<file path="src/rtl/fifo_pkg.sv">
// fifo_pkg: shared reader state type and default data width
package fifo_pkg;
  localparam int FIFO_WIDTH = 32;
  typedef enum logic [1:0] {IDLE, RUN, FLUSH} rd_state_e;
endpackage

</file>
<file path="src/rtl/stream_skid2.sv">
// stream_skid2: 2-entry in-order output buffer with valid/ready drain and occupancy
module stream_skid2
  import fifo_pkg::*;
#(
  parameter int WIDTH = FIFO_WIDTH
) (
  input  logic             clk,
  input  logic             rst,
  input  logic             in_valid_i,
  input  logic [WIDTH-1:0] in_data_i,
  input  logic             m_ready_i,
  output logic             m_valid_o,
  output logic [WIDTH-1:0] m_data_o,
  output logic [1:0]       occ_o
);
  logic [WIDTH-1:0] d0_q, d0_d, d1_q, d1_d;
  logic [1:0] occ_q, occ_d, slot;
  logic pop;
  always_ff @(posedge clk) begin
    if (!rst) begin
      d0_q  <= '0;
      d1_q  <= '0;
      occ_q <= '0;
    end else begin
      d0_q  <= d0_d;
      d1_q  <= d1_d;
      occ_q <= occ_d;
    end
  end
  // Incoming word lands in the slot left free after this cycle's pop
  always_comb begin
    pop   = m_valid_o && m_ready_i;
    slot  = occ_q - 2'(pop);
    occ_d = occ_q + 2'(in_valid_i) - 2'(pop);
    d0_d  = (in_valid_i && slot == 2'd0) ? in_data_i : pop ? d1_q : d0_q;
    d1_d  = (in_valid_i && slot == 2'd1) ? in_data_i : d1_q;
  end
  assign m_valid_o = occ_q != 2'd0;
  assign m_data_o  = d0_q;
  assign occ_o     = occ_q;
endmodule

</file>
<file path="src/rtl/fifo_stream_reader.sv">
// fifo_stream_reader: bursts words from a FIFO into a 2-deep valid/ready output stream
module fifo_stream_reader
  import fifo_pkg::*;
#(
  parameter int WIDTH = FIFO_WIDTH,
  parameter int LEN_W = 8
) (
  input  logic             clk,
  input  logic             rst,
  output logic             rd_en,
  input  logic [WIDTH-1:0] rdata,
  input  logic             empty_flag,
  input  logic             start,
  input  logic [LEN_W-1:0] burst_len,
  input  logic             abort,
  output logic             m_valid,
  output logic [WIDTH-1:0] m_data,
  input  logic             m_ready,
  output logic             busy,
  output logic             done,
  output logic             aborted,
  output logic [LEN_W-1:0] word_count
);
  localparam logic [LEN_W:0] REM_ONE = (LEN_W+1)'(1);
  localparam logic [LEN_W:0] REM_MAX = REM_ONE << LEN_W;
  rd_state_e state_q, state_d;
  logic [LEN_W:0] rem_q, rem_d;
  logic [LEN_W-1:0] wc_q, wc_d;
  logic infl_q, aborted_q, aborted_d, done_q, done_d, pop;
  logic [1:0] occ;
  stream_skid2 #(.WIDTH(WIDTH)) u_skid (
    .clk       (clk),
    .rst       (rst),
    .in_valid_i(infl_q),
    .in_data_i (rdata),
    .m_ready_i (m_ready),
    .m_valid_o (m_valid),
    .m_data_o  (m_data),
    .occ_o     (occ)
  );
  assign pop = m_valid && m_ready;
  always_ff @(posedge clk) begin
    if (!rst) state_q <= IDLE;
    else state_q <= state_d;
  end
  always_ff @(posedge clk) begin
    if (!rst) begin
      rem_q     <= '0;
      wc_q      <= '0;
      infl_q    <= 1'b0;
      aborted_q <= 1'b0;
      done_q    <= 1'b0;
    end else begin
      rem_q     <= rem_d;
      wc_q      <= wc_d;
      infl_q    <= rd_en;
      aborted_q <= aborted_d;
      done_q    <= done_d;
    end
  end
  always_comb begin
    state_d   = state_q;
    rem_d     = rd_en ? rem_q - REM_ONE : rem_q;
    wc_d      = pop ? wc_q + LEN_W'(1) : wc_q;
    aborted_d = aborted_q;
    done_d    = 1'b0;
    case (state_q)
      IDLE: if (start) begin
        state_d   = RUN;
        rem_d     = burst_len == '0 ? REM_MAX : {1'b0, burst_len};
        wc_d      = '0;
        aborted_d = 1'b0;
      end
      RUN: if (abort) begin
        state_d   = FLUSH;
        aborted_d = 1'b1;
      end else if (rd_en && rem_q == REM_ONE) begin
        state_d = FLUSH;
      end
      FLUSH: if (!infl_q && occ == {1'b0, pop}) begin
        state_d = IDLE;
        done_d  = 1'b1;
      end
      default: state_d = IDLE;
    endcase
  end
  // Read only while buffer plus in-flight, after this cycle's pop, leaves room
  always_comb begin
    busy       = state_q != IDLE;
    rd_en      = rst && state_q == RUN && rem_q != '0 && !empty_flag && !abort &&
                 (3'(occ) + 3'(infl_q) - 3'(pop)) < 3'd2;
    done       = done_q;
    aborted    = aborted_q;
    word_count = wc_q;
  end
endmodule

</file>
<file path="config.mk">
export PLATFORM = sky130hd
export DESIGN_NAME = fifo_stream_reader
export DESIGN_NICKNAME = d
export VERILOG_FILES = /design/src/rtl/fifo_pkg.sv /design/src/rtl/stream_skid2.sv /design/src/rtl/fifo_stream_reader.sv
export SDC_FILE = /design/constraint.sdc
export NUM_CORES = 1
export LEC_CHECK = 0
export BUFFER_PORTS_ARGS = -buffer_cell sky130_fd_sc_hd__buf_2
export CORE_MARGIN = 5
export CORE_UTILIZATION = 48
export CTS_CLUSTER_SIZE = 14
export DETAILED_ROUTE_END_ITERATION = 10
export GPL_TIMING_DRIVEN = 0
export HOLD_SLACK_MARGIN = 0.02
export PLACE_DENSITY = 0.76
export SLEW_MARGIN = 20
export SYNTH_ARGS = -nofsm -noshare
export SYNTH_HDL_FRONTEND = slang
export SYNTH_SLANG_ARGS = --single-unit
</file>
<file path="constraint.sdc">
create_clock -name clk -period 3.1 [get_ports clk]
set_input_delay 0.465 -clock clk [delete_from_list [all_inputs] [get_ports clk]]
set_output_delay 0.465 -clock clk [all_outputs]
set_load 0.03 [all_outputs]
</file>
==> out/metrics.csv, run 1 <==
stage,metric,value,unit
grt,vias in the first global route,3690,
min_path,Hold Crit Class,input port to flip-flop,
outcome,failing checks,setup timing,
place,placed instance count,672,
synthesis,post-synthesis sequential area ratio,46.7,%
die,I/O pin count,91,
place,Detail Placement HPWL,7.25,mm
critical_path,reg2reg start,u_skid.occ_o[1],
critical_path,CP cell instances,"o21ai_4, inv_2, buf_8, ha_4, inv_2, ha_4, inv_2, fa_1, nand3b_1, nor3_4, and2_4, buf_6",
critical_path,crit start category,flip-flop,
synthesis,post-synth design cell area,3770,sq um
critical_path,CP max stage cell,fa_1,
detailed_routing,DRC viols,0,
place,# port buffers,90,
die,starting density of the core,49.1,%
detailed_routing,Vias,3772,
synthesis,Post-synth EDFFs,0,
detailed_routing,post-route ant nets,0,
synthesis,Synth Register Bits,88,
synthesis,Cells after Synth,480,
critical_path,R2R Path End,rem_q[6],
outcome,outcome,"finished, violations left",
layout,Final nets,659,
critical_path,crit-path leading delay family,adder cells,
sta,Slew Limit Fails,0,
cts,# hold bufs at CTS,0,
sta,final hold vios,0,
min_path,hold depth,3,
grt,initial antenna violation count,0,
detailed_routing,wire per inst,14.5,um
cts,Max Root-Sink Buffers,2,
die,die area,9740,sq um
power_and_ir_drop,Leak,1.97,nW
critical_path,Worst Path Max Fanout,3,
critical_path,Buffers & Inverters on Critical Path,5,
synthesis,prevailing post-synth register cell,dfxtp_1,
sta,Worst Clk Skew,0.0124,ns
place,DP Area,4360,sq um
critical_path,r2r setup slk,-0.01,ns
critical_path,Reg2Reg Depth,13,
die,die height,98.7,um
grt,largest net degree at the start of global routing,16,
cts,CTS Buf Count,9,
critical_path,"slowest stage delay, CP",0.52,ns
cts,clk_lat worst skew,0.36,ns
layout,post-route cell area,4940,sq um
critical_path,"Worst Path Class, Setup",flip-flop to output port,
critical_path,CP Capture Type,output port,
detailed_routing,Vias/cell,5.31,
layout,synth-to-layout area growth,30.9,%
run,max cap viols,0,
sta,Worst-Margin Slew,0.758,ns
layout,share of post-route cells with drive strength above 1,25.8,%
layout,# fillers,670,
sta,RSZ-0062 raised after global routing,yes,
synthesis,Syn Area/Cell,7.86,sq um
layout,ant diodes,0,
grt,GRT Util Overall,21.1,%
detailed_routing,Detailed Routing Iterations Pass 1,4,
cts,CTS root buf,clkbuf_8,
die,# rows,32,
die,Die X,98.7,um
power_and_ir_drop,Power per Cell Area,640,nW/um^2
sta,Slew HR,49.1,%
power_and_ir_drop,maximum vdd drop,0.274,mV
sta,hold slack,0.347,ns
grt,total grt overflow,0,
critical_path,Worst Path Arrival,2.65,ns
cts,clock sink total,88,
detailed_routing,Starting DRT DRC Count,167,
detailed_routing,final WL,10.3,mm
synthesis,Async SR Flop Fraction,0,%
sta,"Min Clock Period, post-route",3.11,ns
min_path,hold_sp,rdata[14],
cts,CTS HTree Levels,3,
die,Core Area,7690,sq um
sta,period utilisation layout,100,%
critical_path,worst endpoint required time,2.63,ns
synthesis,post-synth cell types,40,
cts,clk slew on worst S/H paths,0.10,ns
sta,Worst Slack Setup Final,-0.0118,ns
critical_path,Most Frequent Cell on Critical Path,inv_2,
sta,top achievable clock speed,321,MHz
layout,non-filler instance count after layout,711,
grt,first-pass GRT wire length,16.9,mm
synthesis,Mapped Nets,535,
sta,# setup viols final,2,
synthesis,Ys Warns,0,
min_path,worst-case hold path end point,u_skid.d1_q[14],
place,Routability Congestion,0.868,
cts,CTS tree,yes,
[synthesized netlist by cell type (2+ instances only)]
library cell    n  share of area [%]
clkbuf_1       30                3.0
nand4_1         4               0.66
or3b_2          2               0.46
nand3_1         4               0.53
nor3b_1         3               0.60
and2_1          5               0.83
xor2_1          4               0.93
a311oi_1       34                7.9
nor2b_1         2               0.33
nand2_1       140                 14
a21oi_1        41                5.4
nand3b_1        3               0.60
a31oi_1         3               0.50
o21ai_0        11                1.5
a211oi_1        2               0.40
or3_1           3               0.50
nor3_1          7               0.93
inv_1          11                1.1
nor2_1         46                4.6
dfxtp_1        88                 47
and3_1          2               0.33
xnor2_1         3               0.70
nor4_1          7                1.2
ha_1            8                2.7
buf_1           2               0.20
[power breakdown]
group	internal [mW]	switching [mW]
clock	0.620	0.425
sequential	1.20	0.0480
combinational	0.345	0.530
[cell usage in the layout, fill, tap and decap left out, types with 4 or more instances in the layout]
cell type / netlist / layout
a21oi_1: 41 / 41
a311oi_1: 34 / 34
and2_1: 5 / 4
buf_2: 0 / 89
buf_4: 0 / 23
buf_6: 0 / 4
bufinv_16: 0 / 4
clkbuf_1: 30 / 26
clkbuf_8: 0 / 9
dfxtp_1: 88 / 87
ha_1: 8 / 5
inv_1: 11 / 8
inv_2: 1 / 4
nand2_1: 140 / 140
nand3_1: 4 / 4
nand4_1: 4 / 4
nor2_1: 46 / 46
nor3_1: 7 / 6
nor4_1: 7 / 5
o21ai_0: 11 / 10
[how the worst max path moves through the flow]
stage | startpoint | to | slack (ns) | depth (start not counted)
after floorplan | m_ready | rem_q[6] | 0.007 | 12
after global placement | m_ready | rd_en | -0.38 | 13
after detailed placement | m_ready | rd_en | -0.49 | 13
after CTS | u_skid.occ_o[1] | rd_en | -0.09 | 12
after global routing | u_skid.occ_o[1] | rd_en | -0.15 | 12
final | u_skid.occ_o[1] | rd_en | -0.01 | 12
[per-stage QoR]
step	util (%)	setup TNS, ns	power [mW]	setup WS (ns)
after CTS	63.5	-0.0915	3.11	-0.0915
after global placement	56.7	-0.773	1.88	-0.385
after detailed placement	56.7	-1.25	1.91	-0.486
final	64.3	-0.0172	3.16	-0.0118
after floorplan	-	0	1.70	0.00688
after global routing	64.3	-0.364	3.31	-0.149
[state kept, by name (all words and copies together) (netlist names)]
name             cells
word_count           8
aborted              1
state_q              2
u_skid.occ_o         2
u_skid.m_data_o     32
infl_q               1
done                 1
rem_q                9
u_skid.d1_q         32
[worst register-to-register path, cell delays in order, from the launching register on]
cell	delay (ns)
dfxtp_4	0.36
o21ai_4	0.16
inv_2	0.06
buf_8	0.12
ha_4	0.20
inv_2	0.06
ha_4	0.11
inv_2	0.03
fa_1	0.52
nand3b_1	0.18
buf_4	0.19
or4_4	0.46
or4_4	0.42
a31oi_1	0.17
[logic make-up (layout without fill, tap and decap cells)]
| logic type | after synthesis | after routing | synth area share [%] |
|---|---|---|---|
| AOI/OAI and AO/OA | 98 | 98 | 17.3 |
| xor gates and xnor gates | 7 | 7 | 1.62 |
| adders and majority gates | 9 | 9 | 3.18 |
| buffers and inverters | 44 | 173 | 4.38 |
| DFF | 88 | 88 | 46.7 |
| muxes | 1 | 1 | 0.265 |
| and+or+nand+nor | 233 | 233 | 26.5 |
[per-layer routing]
layer  part of all wire [%]  track usage (%)
met2                     50             35.9
met5                      0                0
met4                    1.2             7.98
met1                     43             25.8
met3                    6.6             4.95
[cell type report]
type                    instances  area [sq um]  share of cell area (%)
repair buffers                114           641                    13.0
multi-input cells             348          1950                    39.5
well taps                     102           128                    2.58
plain buffers                  31           143                    2.89
flip-flops and latches         88          1770                    35.7
inverters                      12          45.0                   0.912
clock buffers                   9           124                    2.51
clock inverters                 7           143                    2.89
[timing repair]
item | CTS | global route
buffers inserted | 24 | 1
setup endpoints to repair | 3 | 32
pin swaps | 8 | 6
resized for setup | 19 | 18
No activity file was read; power rests on OpenSTA's default activity.
==> run 2: changes to the inputs <==
ABC_AREA = 1   (was default)
CORE_UTILIZATION = 49   (was 48)
==> run 2 against run 1 <==
Largest power group unchanged. Sequential cell count unchanged. First-iteration DRC count down 4.2%. Clock skew down 0.0034 ns. Setup slack better by 0.12 ns. Count of clock-buffer cells in the layout up 2. Critical path depth up 2. The run now ends clean. Design area down 1.5%. Hold slack better by 0.0083 ns. Routed wire length down 4.1%. Sequential share of layout area up 0.55 points. Maximum frequency up 3.9%. Utilization down 2.0 points.
==> out/metrics.csv, run 2 <==
stage,metric,value,unit
synthesis,Ys Warns,0,
detailed_routing,Starting DRT DRC Count,160,
power_and_ir_drop,maximum vdd drop,0.301,mV
place,# port buffers,90,
layout,# fillers,705,
die,I/O pin count,91,
critical_path,crit start category,flip-flop,
critical_path,reg2reg start,u_skid.occ_o[1],
sta,Worst Clk Skew,0.00900,ns
synthesis,Syn Area/Cell,7.45,sq um
layout,post-route cell area,4870,sq um
synthesis,post-synth cell types,33,
grt,GR Util met3,3.61,%
sta,hold slack,0.355,ns
place,placed instance count,726,
die,starting density of the core,51.0,%
grt,vias in the first global route,3633,
synthesis,prevailing post-synth register cell,dfxtp_1,
layout,Final nets,697,
synthesis,post-synthesis sequential area ratio,44.3,%
detailed_routing,Detailed Routing Iterations Pass 1,4,
detailed_routing,DRC viols,0,
critical_path,Reg2Reg Depth,16,
synthesis,post-synth design cell area,3980,sq um
cts,clk slew on worst S/H paths,0.09,ns
power_and_ir_drop,Total Power,2.85,mW
layout,ant diodes,0,
power_and_ir_drop,Power per Cell Area,586,nW/um^2
die,Core Area,7810,sq um
critical_path,CP Capture Type,output port,
critical_path,CP cell instances,"inv_4, nand2_4, nand2_4, inv_4, ha_4, inv_1, ha_1, inv_1, fa_1, nand3_2, nor2_4, nand2_4, clkinv_4, buf_6",
min_path,hold depth,3,
layout,non-filler instance count after layout,749,
detailed_routing,final WL,9.92,mm
sta,top achievable clock speed,334,MHz
cts,# hold bufs at CTS,0,
sta,final hold vios,0,
die,Die X,100,um
place,Detail Placement HPWL,7.12,mm
sta,"Min Clock Period, post-route",3.00,ns
critical_path,"Worst Path Class, Setup",flip-flop to output port,
sta,period utilisation layout,96.6,%
synthesis,synth cell count leaders,"117 x nand2_1, 88 x dfxtp_1, 67 x a21oi_1",
place,Routability Congestion,0.852,
layout,most frequent cells in the layout,"117 x nand2_1, 111 x buf_2, 87 x dfxtp_1",
grt,GRT Util Overall,19.7,%
sta,Fin Setup TNS,0,ns
critical_path,CP Launch Point,u_skid.occ_o[1],
die,# rows,32,
synthesis,Synth top area share,44.3,%
synthesis,Async SR Flop Fraction,0,%
synthesis,"count leader, synth",nand2_1,
cts,CTS tree,yes,
cts,CTS root buf,clkbuf_8,
critical_path,Most Frequent Cell on Critical Path,nand2_4,
sta,# setup viols final,0,
grt,total grt overflow,0,
layout,"commonest non-fill, non-tap cell in the layout",nand2_1,
synthesis,Area contributors post-synth,"dfxtp_1 44%, nand2_1 11%, a21oi_1 8.4%, inv_1 6.2%, o211ai_1 6.0%",
layout,share of post-route cells with drive strength above 1,24.9,%
grt,initial antenna violation count,0,
cts,clock sink total,88,
detailed_routing,Vias/cell,5.12,
min_path,Hold Crit Class,input port to flip-flop,
grt,met1 Track Usage GR,26.1,%
critical_path,CP max stage cell,fa_1,
sta,Slew Limit Fails,0,
detailed_routing,post-route ant nets,0,
die,die height,100,um
run,max cap viols,0,
cts,CTS Buf Count,9,
grt,first-pass GRT wire length,16.2,mm
place,DP Area,4560,sq um
grt,met2 usage,32.4,%
grt,largest net degree at the start of global routing,16,
critical_path,Worst Path Max Fanout,6,
critical_path,"slowest stage delay, CP",0.57,ns
cts,Max Root-Sink Buffers,2,
die,die area,10000,sq um
power_and_ir_drop,Leak,2.27,nW
synthesis,Post-synth EDFFs,0,
detailed_routing,Vias,3834,
cts,CTS HTree Levels,3,
min_path,hold_sp,rdata[7],
sta,Slew HR,69.7,%
synthesis,Mapped Nets,589,
critical_path,Worst Path Arrival,2.53,ns
critical_path,worst endpoint required time,2.63,ns
detailed_routing,wire per inst,13.2,um
cts,clk_lat worst skew,0.36,ns
synthesis,Cells after Synth,534,
grt,GRT busiest layer,met2,
outcome,outcome,"complete, no violations",
synthesis,"area leader, netlist",dfxtp_1,
layout,synth-to-layout area growth,22.3,%
synthesis,Synth Register Bits,88,
sta,Worst-Margin Slew,0.455,ns
[run 2: through the flow]
step                util, %  setup slack [ns]
global placement       58.4             0.125
floorplan                 -             0.399
global route           62.3           -0.0176
detailed placement     58.4            0.0788
CTS                    61.3            0.0349
finish                 62.3             0.104
[run 2: area by class of cell]
cell class | instances | area (sq um) | area share, %
clock inverter | 5 | 62.6 | 1.29
multi-input combinational | 346 | 1840 | 37.8
buffer | 29 | 144 | 2.96
inverter | 71 | 277 | 5.68
clock buffer | 11 | 141 | 2.91
timing repair buffer | 97 | 509 | 10.5
sequential | 88 | 1770 | 36.3
tap | 102 | 128 | 2.62
[run 2: worst paths after layout]
kind / end / slack, ns
max: rd_en / 0.10
min: u_skid.d1_q[7] / 0.36
max reg2reg: rem_q[0] / 0.58
min reg2reg: u_skid.m_data_o[4] / 0.46
[run 2: cells by family (layout without fill, tap and decap cells)]
| family | Yosys count | count (layout) | share of synthesized area (%) |
|---|---|---|---|
| AOI/OAI and AO/OA | 142 | 142 | 20.2 |
| xor gates and xnor gates | 8 | 8 | 1.76 |
| adders and majority gates | 9 | 9 | 3.02 |
| buffers and inverters | 100 | 213 | 10.3 |
| DFF | 88 | 88 | 44.3 |
| and+or+nand+nor | 187 | 187 | 20.4 |
[run 2: metal layers]
metal / vias to the layer above / part of all wire [%]
met5: - / 0
met4: 0 / 1.0
met3: 13 / 5.8
met2: 111 / 48
met1: 1748 / 45
li1: 1962 / -
[run 2: worst max-delay path, delay by kind of cell (launching register included)]
family | cells | cell delay [ns]
fa+ha+maj | 3 | 0.89
simple gates | 5 | 0.48
buf+inv | 6 | 0.43
flops | 1 | 0.38
[run 2: power breakdown]
part / total (mW) / switching, mW / internal [mW]
Clock: 0.822 / 0.422 / 0.401
Combinational: 0.781 / 0.499 / 0.282
Sequential: 1.25 / 0.0549 / 1.19
Total: 2.85 / 0.976 / 1.88
[run 2: what timing repair did]
item / 4_1_cts / 5_1_grt
setup endpoints to repair: 1 / 1
setup buffers: 2 / 5
gates cloned: 0 / 0
gates resized for setup: 5 / 9
pin swaps: 2 / 4
